## src/rtl/uart_tx_parity_pkg.sv

```systemverilog
// Shared definitions for the UART transmitter with parity.
//   - baud rate table (BAUD_0..BAUD_7) selected by the 3-bit bps_sel input
//   - div_of(): bit period in system clocks, rounded to nearest
//   - transmitter FSM states and parity select encodings
package uart_tx_parity_pkg;

  // Width of the baud counter / divisor; 166667 (300 baud @ 50 MHz) fits.
  localparam int unsigned DIV_W = 18;

  localparam int unsigned BAUD_0 = 300;
  localparam int unsigned BAUD_1 = 1200;
  localparam int unsigned BAUD_2 = 2400;
  localparam int unsigned BAUD_3 = 4800;
  localparam int unsigned BAUD_4 = 9600;
  localparam int unsigned BAUD_5 = 19200;
  localparam int unsigned BAUD_6 = 38400;
  localparam int unsigned BAUD_7 = 115200;

  localparam logic PARITY_EVEN = 1'b0;
  localparam logic PARITY_ODD  = 1'b1;

  typedef enum logic [2:0] {
    IDLE,
    START,
    DATA,
    PARITY,
    STOP
  } tx_state_e;

  // Bit period = round(clk_freq / baud). Elaboration-time use only.
  function automatic logic [DIV_W-1:0] div_of(input int unsigned clk_freq,
                                              input int unsigned baud);
    longint unsigned c;
    longint unsigned b;
    longint unsigned q;
    c = 64'(clk_freq);
    b = 64'(baud);
    q = (c + b / 64'd2) / b;
    return DIV_W'(q);
  endfunction

endpackage

```

## src/rtl/uart_tx_parity_baud_gen.sv

```systemverilog
// Bit-period timer for the UART transmitter.
//   clk      system clock
//   rst_n    asynchronous active-low reset
//   run      counter runs while high, held at zero while low
//   div      bit period in clocks (latched by the caller for the whole frame)
//   bit_tick one-cycle pulse in the last clock of every bit period
module uart_baud_gen
  import uart_tx_parity_pkg::*;
(
  input  logic             clk,
  input  logic             rst_n,
  input  logic             run,
  input  logic [DIV_W-1:0] div,
  output logic             bit_tick
);

  logic [DIV_W-1:0] cnt;

  // Counts 0..div-1; the tick cycle is the last clock of the bit.
  assign bit_tick = run && (cnt == (div - DIV_W'(1)));

  always_ff @(posedge clk or negedge rst_n) begin
    if (!rst_n) begin
      cnt <= '0;
    end else if (!run || bit_tick) begin
      cnt <= '0;
    end else begin
      cnt <= cnt + DIV_W'(1);
    end
  end

endmodule

```

## src/rtl/uart_tx_parity.sv

```systemverilog
// Byte-serial UART transmitter with selectable baud rate and parity.
// Frame: start(0), 8 data bits LSB first, parity, STOP_BITS stop bits(1).
//   CLK_50M   system clock
//   rst_n     asynchronous active-low reset
//   bps_sel   baud select 0..7 = 300,1200,2400,4800,9600,19200,38400,115200
//   check_sel parity select, 0 = even, 1 = odd
//   din       byte to send, captured on launch
//   req       send request; a rising edge launches one frame
//   busy      high while a frame is in flight (registered)
//   TX        serial line, idle high (registered)
module uart_tx_parity
  import uart_tx_parity_pkg::*;
#(
  parameter int unsigned CLK_FREQ  = 50_000_000,
  parameter int unsigned STOP_BITS = 1
) (
  input  logic       CLK_50M,
  input  logic       rst_n,
  input  logic [2:0] bps_sel,
  input  logic       check_sel,
  input  logic [7:0] din,
  input  logic       req,
  output logic       busy,
  output logic       TX
);

  localparam logic [DIV_W-1:0] DIV_TBL [8] = '{
    div_of(CLK_FREQ, BAUD_0), div_of(CLK_FREQ, BAUD_1),
    div_of(CLK_FREQ, BAUD_2), div_of(CLK_FREQ, BAUD_3),
    div_of(CLK_FREQ, BAUD_4), div_of(CLK_FREQ, BAUD_5),
    div_of(CLK_FREQ, BAUD_6), div_of(CLK_FREQ, BAUD_7)
  };

  localparam logic [2:0] LAST_STOP = 3'(STOP_BITS - 1);

  tx_state_e        state_q;
  tx_state_e        state_d;
  logic             req_d;
  logic [7:0]       din_q;
  logic             check_q;
  logic [DIV_W-1:0] div_q;
  logic [2:0]       bit_idx;
  logic             bit_tick;
  logic             launch;
  logic             parity_bit;
  logic             tx_d;
  logic             busy_d;

  // busy is registered one cycle behind the state, so also gating on it drops
  // an edge arriving in the last cycle busy is still high.
  assign launch = (state_q == IDLE) && !busy && req && !req_d;

  assign parity_bit = (check_q == PARITY_ODD) ? ~^din_q : ^din_q;

  uart_baud_gen u_baud_gen (
    .clk      (CLK_50M),
    .rst_n    (rst_n),
    .run      (state_q != IDLE),
    .div      (div_q),
    .bit_tick (bit_tick)
  );

  // State register
  always_ff @(posedge CLK_50M or negedge rst_n) begin
    if (!rst_n) begin
      state_q <= IDLE;
    end else begin
      state_q <= state_d;
    end
  end

  // Next-state logic
  always_comb begin
    state_d = state_q;
    unique case (state_q)
      IDLE:    if (launch) state_d = START;
      START:   if (bit_tick) state_d = DATA;
      DATA:    if (bit_tick && (bit_idx == 3'd7)) state_d = PARITY;
      PARITY:  if (bit_tick) state_d = STOP;
      STOP:    if (bit_tick && (bit_idx == LAST_STOP)) state_d = IDLE;
      default: state_d = IDLE;
    endcase
  end

  // Output decode, registered below so TX/busy lag state by one clock
  always_comb begin
    tx_d   = 1'b1;
    busy_d = 1'b1;
    unique case (state_q)
      IDLE:    busy_d = 1'b0;
      START:   tx_d   = 1'b0;
      DATA:    tx_d   = din_q[bit_idx];
      PARITY:  tx_d   = parity_bit;
      STOP:    tx_d   = 1'b1;
      default: begin
        tx_d   = 1'b1;
        busy_d = 1'b0;
      end
    endcase
  end

  always_ff @(posedge CLK_50M or negedge rst_n) begin
    if (!rst_n) begin
      TX   <= 1'b1;
      busy <= 1'b0;
    end else begin
      TX   <= tx_d;
      busy <= busy_d;
    end
  end

  // Edge detector and per-frame latches. req_d resets high so a req held
  // across reset release is not seen as an edge.
  always_ff @(posedge CLK_50M or negedge rst_n) begin
    if (!rst_n) begin
      req_d   <= 1'b1;
      din_q   <= '0;
      check_q <= PARITY_EVEN;
      div_q   <= '0;
    end else begin
      req_d <= req;
      if (launch) begin
        din_q   <= din;
        check_q <= check_sel;
        div_q   <= DIV_TBL[bps_sel];
      end
    end
  end

  // Bit index within DATA and STOP; restarts on every state change.
  always_ff @(posedge CLK_50M or negedge rst_n) begin
    if (!rst_n) begin
      bit_idx <= '0;
    end else if (state_q == IDLE) begin
      bit_idx <= '0;
    end else if (bit_tick) begin
      bit_idx <= (state_d != state_q) ? 3'd0 : bit_idx + 3'd1;
    end
  end

endmodule

```

## config.mk

```make
export PLATFORM = sky130hd
export DESIGN_NAME = uart_tx_parity
export DESIGN_NICKNAME = d
export VERILOG_FILES = /design/src/rtl/uart_tx_parity_pkg.sv /design/src/rtl/uart_tx_parity_baud_gen.sv /design/src/rtl/uart_tx_parity.sv
export SDC_FILE = /design/constraint.sdc
export NUM_CORES = 1
export LEC_CHECK = 0
export CAP_MARGIN = 20
export CORE_ASPECT_RATIO = 1.1
export CORE_UTILIZATION = 60
export DETAILED_ROUTE_END_ITERATION = 16
export PLACE_DENSITY = 0.76
export SLEW_MARGIN = 20
export SYNTH_ARGS = -nofsm -noshare
export SYNTH_HDL_FRONTEND = slang
export SYNTH_SLANG_ARGS = --single-unit
export TNS_END_PERCENT = 50
```

## constraint.sdc

```tcl
create_clock -name CLK_50M -period 3.1 [get_ports CLK_50M]
set_input_delay 0.93 -clock CLK_50M [delete_from_list [all_inputs] [get_ports CLK_50M]]
set_output_delay 0.93 -clock CLK_50M [all_outputs]
set_load 0.01 [all_outputs]
```

Word level (Yosys, flattened, before mapping)

Memory sizes are Yosys's and may differ from the RTL's. A register that Yosys moved wholly into a read port is not among the register bits.
Cells that the tools add are included.

Register bits: 36
Bits in read-only memories: 144
Input port bits: 15
Output and inout bits: 2
Logic and storage cells: 54
Memories: 1

Add/sub/neg operators: 3
$lt $le $gt $ge: 1
Eq/ne operators: 7
Multiplexer cells: 15
Bitwise logic cells: 1
Reduce and logical (&&, ||, !) cells: 18

Memories:

| memory          | words | width | rd ports | clocked after Yosys merged registers in | write ports | RTL line              | source |
|---|---|---|---|---|---|---|---|
| (no name shown) | 8     | 18    | 1        | 1                                       | 0           | uart_tx_parity.sv:125 | `div_q <= DIV_TBL[bps_sel];` |

Operators with widths:

| kind                    | number |
|---|---|
| $mux W3                 | 8 |
| $add A18 B1 Y18 const B | 1 |
| $eq A18 B18 Y1          | 1 |
| $mux W18                | 1 |
| $sub A18 B1 Y18 const B | 1 |
| $pmux W3 S5             | 1 |
| $reduce_xnor A8 Y1      | 1 |
| $reduce_xor A8 Y1       | 1 |
| $eq A3 B2 Y1 const B    | 2 |
| $eq A3 B3 Y1 const B    | 2 |
| $logic_and A1 B1 Y1     | 6 |
| $logic_not A3 Y1        | 2 |
| $logic_not A1 Y1        | 4 |
| $lt A3 B4 Y1 const B    | 1 |
| $not A3 Y4              | 1 |
| $reduce_or A4 Y1        | 1 |
| $add A3 B1 Y3 const B   | 1 |
| $bmux W1 S3             | 1 |
| $eq A3 B1 Y1 const B    | 1 |
| $mux W1                 | 3 |
| $ne A3 B3 Y1            | 1 |
| $pmux W1 S3             | 1 |
| $reduce_bool A3 Y1      | 1 |
| $reduce_bool A2 Y1      | 1 |
| $logic_or A1 B1 Y1      | 1 |

Depth between registers and ports, before layout

Depth in word-level cells: 10
Mapped depth: 11
Mapped depth without buffers: 9

Cells and area by module

Synthesis repeated with hierarchy kept, for this count alone.

Cell total of the unflattened synthesis: 334
Area total of the unflattened synthesis: 3258.1 µm²

Modules (own cells, without submodules):

| module         | times used | cells each | area each (µm²) | seq. area each (µm²) |
|---|---|---|---|---|
| uart_tx_parity | 1          | 154        | 1773.0          | 878.3 |
| uart_baud_gen  | 1          | 180        | 1485.2          | 450.4 |

Least setup slack after synthesis

No wires, ideal clock.

Kind: reg-to-reg
Start: register div_q[0]
End: register state_q[1]
Setup time: 128 ps
Arrival: 2555 ps
Required time: 2972 ps
Slack: 417 ps
Cell stages (with the launch flop): 9
Buffers on the path: 1
Period minus slack after synthesis: 2683 ps
Cell sequence: dfrtp_1 -> or4_1 -> buf_2 -> nor3_1 -> mux2i_1 -> o211ai_1 -> nor4_4 -> and3_1 -> mux2_1

Cells in the longest elaborated chain, start to end: 6
Elaborated cells on any way between the ends: 10
Classes of those cells: 1 x add/sub; 1 x eq/ne; 5 x mux; 3 x reduce/logical

Ends and longest elaborated chain:

| what                                   | RTL line                                   | source |
|---|---|---|
| from (decl)                            | uart_tx_parity.sv:41                       | `logic [DIV_W-1:0] div_q;` |
| $sub A18 B1 Y18 *                      | uart_tx_parity_baud_gen.sv:20              | `assign bit_tick = run && (cnt == (div - DIV_W'(1)));` |
| $eq A18 B18 Y1 *                       | uart_tx_parity_baud_gen.sv:20              |  |
| $logic_and A1 B1 Y1 *                  | uart_tx_parity_baud_gen.sv:20              |  |
| $logic_and A1 B1 Y1 (on tied branches) | uart_tx_parity.sv:80, uart_tx_parity.sv:78 |  |
| $mux W3 (on tied branches)             | uart_tx_parity.sv:80, uart_tx_parity.sv:78 |  |
| $pmux W3 S5 *                          | uart_tx_parity.sv:75                       | `unique case (state_q)` |
| net state_d[1]                         | uart_tx_parity.sv:37                       | `tx_state_e state_d;` |
| to (signal assigned)                   | uart_tx_parity.sv:68                       | `state_q <= state_d;` |
| to (decl)                              | uart_tx_parity.sv:36                       | `tx_state_e state_q;` |

The timed path passes the listed nets; every way through them passes the cells marked *.
A chain may end at the register's enable or synchronous reset.

Final worst setup path

Ends and elaborated chain as after synthesis.

==> flow_summary.toml <==
[logic_synthesis]
ys_warn_count = 0
synth.distinct_cells = 54
ys.flop_type = "dfrtp_1"
synth_top_area_cell = "dfrtp_1"
synthesis.instances = 315
synth_top_area_share = 0.396
ys_ff_latch = 53
ys_seq_area_frac = 0.413
synth_area_leaders = "dfrtp_1 40%, xnor2_1 8.4%, xor2_1 4.4%"
syn_area_per_cell_um2 = 10.2
syn_area_um2 = 3220
syn-num-nets = 340
synth-async-reset-ratio = 1.00
synth_edf_count = 0

[clock_tree]
clockBufferDepth = 2
hold_buffers = 0
root_buffer = "clkbuf_8"
clock-sinks = 53
clk_latency_ps = 310
path_clk_slew_ps = 100
cts_resized = 0
cts_buffers = 5
cts_tree = "done"
h-tree-depth = 2
postCtsSetupBuffers = 0

[pwr]
fin_total_pwr_w = 0.00295
p_per_area_nw_per_um2 = 826
worst_ir_drop_vdd_mv = 0.559
power.leakage_nw = 1.52

[timing]
max_slew_margin = 0.610
setup_viol = 0
finalCritPeriodShare = 0.940
worst_pin_slew_ps = 586
slew_violations = 0
period_minus_slack_ps = 2910
fin_hold_ws_ps = 504
clock_skew_ps = 8.10
hold_viol_final = 0
max_freq_mhz = 343
rsz0062_at_grt = "no"
setup_tns_ps = 0

[place]
hpwl_um = 4490
place_inst = 395
gp_congestion = 0.913
io_buffers = 16

[drt]
wl_met3_um = 197
wl_um = 6060
drc = 0
wl_met1_um = 3020
dr.pass1.iters = 5
vias = 2277
drt_iter0_drc = 139
wl_met2_um = 2730
drt-vias-per-instance = 5.65
top_layer = "met4"
wl_per_cell_um = 15.0
ant_nets = 0

[cells_and_area]
layout-drive-gt1-share = 0.148
syn2layout_area_growth_pct = 10.8
nNetsFinal = 355
layout_commonest_cell = "dfrtp_1"
final_cell_mix = "51 x dfrtp_1, 32 x nand2_1, 31 x xnor2_1, 23 x o21ai_0, 17 x nor2_1"
antenna_cells = 0
final_core_util = 0.700
fin_cells = 403

[setup_path]
crit_path_start_kind = "flip-flop"
crit_type = "flip-flop to flip-flop"
critPathCaptureType = "flip-flop"
arrival_ps = 3110
path_max_fanout = 5
critical_path_required_ps = 3300

[die]
core_area_um2 = 5100
die_area_um2 = 5660
io_pins = 17
chipWidth_um = 71.8
die-height_um = 78.8
initial_core_util = 0.631
core.rowCount = 27

[global_routing]
grt_pass1_vias = 2136
antenna_found_initial = 0
grt_max_degree = 42
grt_overflow = 0
grt_pass1_wl_um = 10300
grt_usage = 0.236

[job]
maxCapViolCount = 0

[min_path]
hold_class = "flip-flop to flip-flop"

[run_status]
status = "finished clean"
==> path summary, 6_finish.rpt <==
check,startpoint,slack (ps),depth (start not counted),end
worst max-delay path,div_q[0],190,7,state_q[1]
worst max register to register,div_q[0],190,7,state_q[1]
max in group asynchronous,rst_n,1930,2,div_q[3]
worst min-delay path,div_q[17],500,2,div_q[17]
worst min register to register,div_q[17],500,2,div_q[17]
min in group asynchronous,rst_n,610,1,u_baud_gen.cnt[6]
==> power breakdown <==
group / switching, W / total (W) / internal (W)
Combinational: 0.000621 / 0.00129 / 0.000671
Clock: 0.000227 / 0.000490 / 0.000263
Sequential: 0.000275 / 0.00117 / 0.000891
Total: 0.00112 / 0.00295 / 0.00182
==> cells by family after synthesis <==
family / Yosys count / synth area share
AOI/OAI and AO/OA: 46 / 0.0890
DFF: 53 / 0.413
and+or+nand+nor: 112 / 0.211
buffers and inverters: 25 / 0.0396
xor gates and xnor gates: 47 / 0.128
adders and majority gates: 10 / 0.0389
muxes: 22 / 0.0812
==> critical path, stage by stage (launching register included) <==
cell and delay (ps):
dfrtp_1 440, or4_1 620, nor3_1 390, mux2i_1 250, o211ai_1 160, nor4_4 340, and3_1 270, mux2_1 340
==> registers in the layout, indices dropped and copies added, names as in the netlist, 3 cells and up <==
register        count
u_baud_gen.cnt     18
bit_idx             3
div_q              17
din_q               8
state_q             3
==> metrics by stage <==
stage | setup slack [ps] | cell area, um2
floorplan | 417 | 3220
global placement | 310 | 3450
detailed placement | 225 | 3450
CTS | 210 | 3570
global route | 22.6 | 3570
finish | 186 | 3570
==> metal layers <==
metal | vias to the layer above | global-route usage
met5 | - | 0
met4 | 0 | 0.0706
met3 | 13 | 0.0368
met2 | 50 | 0.362
met1 | 1085 | 0.344
li1 | 1129 | -
==> Yosys cell counts, drive strengths merged, types with 3 or more instances <==
| cell | number |
|---|---|
| nand2 | 32 |
| nand4 | 4 |
| ha | 10 |
| or4 | 3 |
| nor4b | 4 |
| inv | 11 |
| and3 | 7 |
| a21boi | 3 |
| o21ai | 23 |
| xor2 | 16 |
| xnor2 | 31 |
| mux2i | 7 |
| clkbuf | 8 |
| buf | 6 |
| a21oi | 5 |
| mux2 | 13 |
| nor4 | 8 |
| nor3 | 5 |
| dfrtp | 51 |
| nor2b | 4 |
| nor2 | 27 |
| nand3 | 7 |
==> cell type report <==
type,count,area [um2]
clock inverters,2,37.5
inverters,11,41.3
repair buffers,22,225
multi-input cells,237,1760
fillers,387,1530
flip-flops and latches,53,1330
clock buffers,6,82.6
well taps,72,90.1
(Power assumes the default switching activity.)
